## config.mk

```make
export PLATFORM = sky130hd
export DESIGN_NAME = spike_encoder_8ch
export DESIGN_NICKNAME = d
export VERILOG_FILES = /design/src/rtl/spike_encoder_8ch.sv
export SDC_FILE = /design/constraint.sdc
export NUM_CORES = 1
export LEC_CHECK = 0
export BUFFER_PORTS_ARGS = -buffer_cell sky130_fd_sc_hd__buf_2
export CAP_MARGIN = 10
export CORE_MARGIN = 2
export CORE_UTILIZATION = 50
export CTS_CLUSTER_SIZE = 40
export DETAILED_ROUTE_END_ITERATION = 10
export PLACE_DENSITY = 0.7
export REMOVE_ABC_BUFFERS = 1
export SYNTH_ARGS = -nofsm -noshare
export SYNTH_HDL_FRONTEND = slang
export SYNTH_SLANG_ARGS = --single-unit
```

## constraint.sdc

```tcl
create_clock -name i_clk -period 4.7 [get_ports i_clk]
set_input_delay 0.235 -clock i_clk [delete_from_list [all_inputs] [get_ports i_clk]]
set_output_delay 0.235 -clock i_clk [all_outputs]
set_load 0.005 [all_outputs]
```

## src/rtl/spike_encoder_8ch.sv

```systemverilog
// Latency (time-to-first-spike) encoder for eight channels.
// A frame runs 2**p_width cycles; channel i first fires at t = max - I_i and
// then every p_isi cycles, up to p_spike_num spikes, never past frame end.
// Intensity 0 is silent. After the frame a p_gap-cycle refractory period runs,
// then o_done pulses for the first IDLE cycle.
//
// Start handshake: i_start is a request sampled only while the FSM is IDLE
// (including the o_done cycle); it is accepted on that clock edge, with the
// intensities captured on the same edge. While o_busy is high i_start is ignored.
module spike_encoder_8ch #(
  parameter int p_width     = 8,
  parameter int p_spike_num = 2,
  parameter int p_isi       = 16,
  parameter int p_gap       = 4
) (
  input  logic               i_clk,
  input  logic               i_rst,
  input  logic               i_start,
  input  logic [p_width-1:0] i_intensity_1,
  input  logic [p_width-1:0] i_intensity_2,
  input  logic [p_width-1:0] i_intensity_3,
  input  logic [p_width-1:0] i_intensity_4,
  input  logic [p_width-1:0] i_intensity_5,
  input  logic [p_width-1:0] i_intensity_6,
  input  logic [p_width-1:0] i_intensity_7,
  input  logic [p_width-1:0] i_intensity_8,
  output logic [8:1]         o_event,
  output logic [p_width-1:0] o_time,
  output logic               o_busy,
  output logic               o_done
);

  // Next-fire time is wide enough to hold the latest possible scheduled spike,
  // so it never wraps back into the frame.
  localparam int NFW = p_width + $clog2(p_spike_num * p_isi + 1);
  localparam int CW  = $clog2(p_spike_num + 1);
  localparam int GW  = $clog2(p_gap + 1);
  localparam logic [p_width-1:0] T_MAX = '1;

  typedef enum logic [1:0] {IDLE, RUN, GAP} state_t;

  state_t             state_q, state_d;
  logic [p_width-1:0] t_q, t_d;
  logic [8:1]         ev_q, ev_d;
  logic               done_q, done_d;
  logic [GW-1:0]      gap_q, gap_d;
  logic [NFW-1:0]     nf_q [8];
  logic [NFW-1:0]     nf_d [8];
  logic [CW-1:0]      c_q  [8];
  logic [CW-1:0]      c_d  [8];
  logic [7:0]         nz_q, nz_d;
  logic               match_en;
  logic [p_width-1:0] intens [8];

  assign intens[0] = i_intensity_1;
  assign intens[1] = i_intensity_2;
  assign intens[2] = i_intensity_3;
  assign intens[3] = i_intensity_4;
  assign intens[4] = i_intensity_5;
  assign intens[5] = i_intensity_6;
  assign intens[6] = i_intensity_7;
  assign intens[7] = i_intensity_8;

  // Next-state, frame counter and firing decisions; spikes are matched against
  // the next value of t so the registered event lines up with o_time.
  always_comb begin
    state_d  = state_q;
    t_d      = t_q;
    ev_d     = '0;
    done_d   = 1'b0;
    gap_d    = gap_q;
    nf_d     = nf_q;
    c_d      = c_q;
    nz_d     = nz_q;
    match_en = 1'b0;
    case (state_q)
      IDLE: begin
        if (i_start) begin
          state_d  = RUN;
          t_d      = '0;
          match_en = 1'b1;
          for (int i = 0; i < 8; i++) begin
            nz_d[i] = (intens[i] != '0);
            nf_d[i] = NFW'(T_MAX - intens[i]);
            c_d[i]  = '0;
          end
        end
      end
      RUN: begin
        if (t_q == T_MAX) begin
          state_d = GAP;
          t_d     = '0;
          gap_d   = '0;
        end else begin
          t_d      = t_q + 1'b1;
          match_en = 1'b1;
        end
      end
      GAP: begin
        if (gap_q == GW'(p_gap - 1)) begin
          state_d = IDLE;
          done_d  = 1'b1;
        end else begin
          gap_d = gap_q + 1'b1;
        end
      end
      default: state_d = IDLE;
    endcase
    if (match_en) begin
      for (int i = 0; i < 8; i++) begin
        if (nz_d[i] && (c_d[i] < CW'(p_spike_num)) && (nf_d[i] == NFW'(t_d))) begin
          ev_d[i+1] = 1'b1;
          nf_d[i]   = nf_d[i] + NFW'(p_isi);
          c_d[i]    = c_d[i] + 1'b1;
        end
      end
    end
  end

  // State and output registers with synchronous reset.
  always_ff @(posedge i_clk) begin
    if (i_rst) begin
      state_q <= IDLE;
      t_q     <= '0;
      ev_q    <= '0;
      done_q  <= 1'b0;
      gap_q   <= '0;
      nz_q    <= '0;
      for (int i = 0; i < 8; i++) begin
        nf_q[i] <= '0;
        c_q[i]  <= '0;
      end
    end else begin
      state_q <= state_d;
      t_q     <= t_d;
      ev_q    <= ev_d;
      done_q  <= done_d;
      gap_q   <= gap_d;
      nz_q    <= nz_d;
      for (int i = 0; i < 8; i++) begin
        nf_q[i] <= nf_d[i];
        c_q[i]  <= c_d[i];
      end
    end
  end

  assign o_event = ev_q;
  assign o_time  = t_q;
  assign o_busy  = (state_q != IDLE);
  assign o_done  = done_q;

endmodule

```

After elaboration in Yosys (flattened, before gate mapping)
Index checks and enable logic that the tools add are counted.
{"block": "op_classes", "mux": 46, "bitwise": 2, "n_reduce_logical": 31, "n_lt_le_gt_ge": 8, "eq_ne": 16, "addsub": 26}
{"op": "$mux W112", "n": 3}
{"op": "$add A14 B5 Y14 const B", "n": 8}
{"op": "$eq A14 B8 Y1", "n": 8}
{"op": "$mux W14", "n": 8}
{"op": "$sub A8 B8 Y9 const A", "n": 8}
{"op": "$reduce_bool A8 Y1", "n": 8}
{"op": "$mux W16", "n": 3}
{"op": "$mux W8", "n": 4}
{"op": "$mux W2", "n": 11}
{"op": "$add A2 B1 Y2 const B", "n": 8}
{"op": "$logic_and A1 B1 Y1", "n": 16}
{"op": "$lt A2 B2 Y1 const B", "n": 8}
{"op": "$pmux W8 S2", "n": 1}
{"op": "$mux W1", "n": 11}
{"op": "$add A8 B1 Y8 const B", "n": 1}
{"op": "$eq A8 B8 Y1 const B", "n": 1}
{"op": "$ne A2 B2 Y1 const B", "n": 4}
{"op": "$mux W3", "n": 2}
{"op": "$pmux W2 S3", "n": 1}
{"op": "$pmux W3 S2", "n": 1}
{"op": "$reduce_and A3 Y1", "n": 2}
{"op": "$reduce_bool A2 Y1", "n": 2}
{"op": "$reduce_or A2 Y1", "n": 2}
{"op": "$add A3 B1 Y3 const B", "n": 1}
{"op": "6 further kinds", "n": 7}
{"block": "word_totals", "output_inout_bits": 18, "reg_bits": 158}

Depth between registers and ports, before layout
{"block": "depth", "depth_word": 7, "ltp_mapped": 12}

Least setup slack after synthesis
Ideal clock, no wire load.
{"block": "synth_timing", "kind": "register to register", "from": "register t_q[0], in the netlist o_time[0]", "to": "register nf_q[21] in the netlist's numbering", "arrival_ps": 2551, "required_time_ps": 4579, "slack_ps": 2028, "path_buffers": 1, "stages_incl_launch_ff": 10, "path_cell_list": "dfxtp_1 > ha_1 > a21oi_1 > or4b_1 > a31oi_1 > buf_6 > xnor2_1 > nor4_4 > nand3_2 > mux2_4"}
{"block": "synth_via", "elab_chain_len": 7}
{"item": "start: declaration", "line": "43", "rtl": "logic [p_width-1:0] t_q, t_d;"}
{"item": "start signal: assignment", "line": "135", "rtl": "t_q <= t_d;"}
{"item": "$add A8 B1 Y8 or $eq A8 B8 Y1 (tied branches)", "line": "95, 90"}
{"item": "$mux W8", "line": "90", "rtl": "if (t_q == T_MAX) begin"}
{"item": "$pmux W8 S2", "line": "76", "rtl": "case (state_q)"}
{"item": "$eq A14 B8 Y1", "line": "111", "rtl": "if (nz_d[i] && (c_d[i] < CW'(p_spike_num)) && (nf_d[i] == NFW'(t_d))) begin"}
{"item": "$logic_and A1 B1 Y1", "line": "111"}
{"item": "$mux W14", "line": "111"}
{"item": "$mux W112 *", "line": "109", "rtl": "if (match_en) begin"}
{"item": "end signal: indexed assignment", "line": "141", "rtl": "nf_q[i] <= nf_d[i];"}
{"item": "end: declaration", "line": "47", "rtl": "logic [NFW-1:0] nf_q [8];"}
Every way passes the cells marked *; elsewhere a longest branch is shown, timed or not.
A chain may end at the register's enable or synchronous reset.

Worst setup path after layout
{"block": "layout_timing", "from": "register state_q[0]", "to": "register nf_q[21] in the netlist's numbering"}
{"block": "layout_via", "elab_chain_len": 7}
{"item": "start: declaration", "line": "42", "rtl": "state_t state_q, state_d;"}
{"item": "start signal: assignment", "line": "134", "rtl": "state_q <= state_d;"}
{"item": "branches (longest 6 deep; another with $add A14 B5 Y14)"}
{"item": "$mux W112 *", "line": "109"}
Every way passes the cells marked *.

==> flow_summary.toml <==
[cts]
clk_pin_slew_ns = 0.06
cts_inserted_buffers = 17
cts_tree = "done"
clk_latency_ns = 0.43
cts_sinks = 158
cts_buffer_depth = 2
postCtsHoldBufs = 0
ctsResizeCount = 0
post_cts_buffers = 0
ctsRootBufferMaster = "clkbuf_16"
cts_max_level = 4

[sta]
rsz0062_at_grt = "no"
clock_skew_ns = 0.00987
relSlewSlack_pct = 33.8
maxSlewViolCount = 0
fin_ws_ns = 1.25
setup_viol = 0
timing.fmax_mhz = 290
worst_pin_slew_ns = 0.988
period_share_pct = 73.4
finalCriticalPeriod_ns = 3.45
finalHoldViolCount = 0

[die]
start_util_pct = 51.3
dieArea_sq_um = 16600
die_x_um = 129
core_area_sq_um = 15200
io_pins = 85
rows = 45
die_y_um = 129

[synthesis]
synth_edf_count = 0
ys_seq_area_share_pct = 40.6
async_reset_ff_share_pct = 0
avgSynthCellArea_sq_um = 8.80
postSynthCellCount = 885
synthesis.area_sq_um = 7790
ys.flop_type = "dfxtp_1"
ys_ff_latch = 158
synth_cell_types = 77
ys_warn_count = 0

[global_routing]
antenna_found_initial = 0
grt_use_total_pct = 22.9
grt_remaining_overflow = 0
grt_pass1_wl_mm = 29.8
grt_max_degree = 71
grt_pass1_vias = 6029

[route]
vias = 6382
drt_first_iter_violations = 415
postRouteAntennaNets = 0
wl_per_cell_um = 15.8
routed_wirelength_mm = 18.2
drc = 0
dr.pass1.iters = 5
via_per_inst = 5.56

[critical_path]
crit_path_start_kind = "flop"
cp.required_ns = 5.01
cpPeakStageDelay_ns = 0.77
crit_path_max_fanout = 60
cp_slowest_cell = "or3b_4"
critPathArrivalTime_ns = 3.76
worstPathCellList = "or3b_4, mux2i_2, a21boi_0, o2111ai_1, nor4_4, nand3_2, mux2_4"
path_buf_inv = 0
critPathCaptureType = "flop"
path_delay_family = "simple AND/OR/NAND/NOR gates"
worst-setup-path-type = "flop to flop"

[worst_hold_path]
hold_path.class = "input port to flop"

[placement]
place_congestion = 0.862
io_buffer_count = 84
dpl.hpwl_mm = 12.3
dp_slack_ns = 1.36

[status]
outcome = "finished clean"

[power]
p_leak_nw = 3.78
power.total_mw = 3.32
powerDensity_nw_per_um2 = 373
peakVddDrop_mv = 0.261

[layout]
drive_gt1_share_pct = 17.1
layout_common_cells = "158 x dfxtp_1, 97 x nor2_1, 83 x buf_2"
syn_to_final_growth_pct = 14.3
nNetsFinal = 1025
diodes = 0
fin_util_pct = 58.6
layout_commonest_cell = "dfxtp_1"

[job]
drv_cap = 0
routing by layer:
| metal | global-route usage (%) | part of all wire, % |
|---|---|---|
| met1 | 30.3 | 47 |
| met2 | 35.9 | 46 |
| met4 | 8.89 | 2.4 |
| met5 | 0 | 0 |
| met3 | 5.82 | 5.1 |
through the flow:
| stage | hold slack (ns) | instance area (sq um) | setup TNS [ns] | std cells |
|---|---|---|---|---|
| CTS | 0.0290 | 8880 | 0 | 1147 |
| global placement | 0.436 | 8240 | 0 | 1115 |
| floorplan | 0.304 | 7520 | -3.99 | 837 |
| global route | 0.0439 | 8910 | 0 | 1148 |
| detailed placement | 0.438 | 8240 | 0 | 1115 |
| finish | 0.0424 | 8910 | 0 | 1148 |
sequential cells by signal, summed over array words and instances (netlist names):
register	flops
c_q	16
o_done	1
nf_q	112
gap_q	3
state_q	2
o_time	8
nz_q	8
o_event	8
cell usage after synthesis, drive strengths merged (4+ instances only):
cell      n  area share, %
a21boi    4           0.39
a21o     10           0.96
a21oi    45            3.0
a311oi    4           0.45
a31o      4           0.45
a31oi     9           0.72
and2     44            3.5
and3     16            1.3
and4      8           0.90
buf      27            2.5
clkbuf   21            1.0
dfxtp   158             41
ha       11            1.8
inv      36            1.7
mux2     16            2.4
mux2i    36            4.9
nand2    67            3.4
nand2b    4           0.32
nand3    19            1.3
nand4    15            1.2
nand4b    4           0.45
nor2     99            4.8
nor2b    15            1.2
nor3     31            2.2
nor4     26            3.1
o211ai    4           0.45
o21a      4           0.39
o21ai    45            3.0
o31ai     5           0.61
o41ai     4           0.55
or3       9           0.72
or4       7           0.67
xnor2    36            4.0
xor2      9            1.0
final cells by class:
| cell class | instances | area [sq um] |
|---|---|---|
| inverter | 36 | 135 |
| clock buffer | 19 | 453 |
| sequential | 158 | 3160 |
| multi-input combinational | 643 | 4240 |
| fill | 1374 | 6290 |
| timing repair buffer | 91 | 495 |
| clock inverter | 13 | 186 |
| tap | 188 | 235 |
where the power goes:
group | switching, mW | internal [mW] | leakage [nW]
combinational | 0.267 | 0.165 | 2.18
sequential | 0.0169 | 1.39 | 1.29
clock | 0.564 | 0.920 | 0.314
logic make-up after synthesis:
family / after synthesis / share of synthesized area (%)
compound gates: 156 / 13.3
buf+inv: 84 / 5.20
mux: 52 / 7.34
flops: 158 / 40.6
xor+xnor: 45 / 5.06
simple gates: 379 / 26.7
fa+ha+maj: 11 / 1.77
path summary, 6_finish.rpt:
path / startpoint / endpoint / slack, ns / depth (start not counted)
worst max-delay path: state_q[0] / nf_q[21] / 1.25 / 7
worst min-delay path: i_intensity_5[2] / nf_q[44] / 0.04 / 2
worst max register to register: state_q[0] / nf_q[21] / 1.25 / 7
worst min register to register: c_q[9] / c_q[9] / 0.45 / 2
Power figures use the tool's default switching activity.
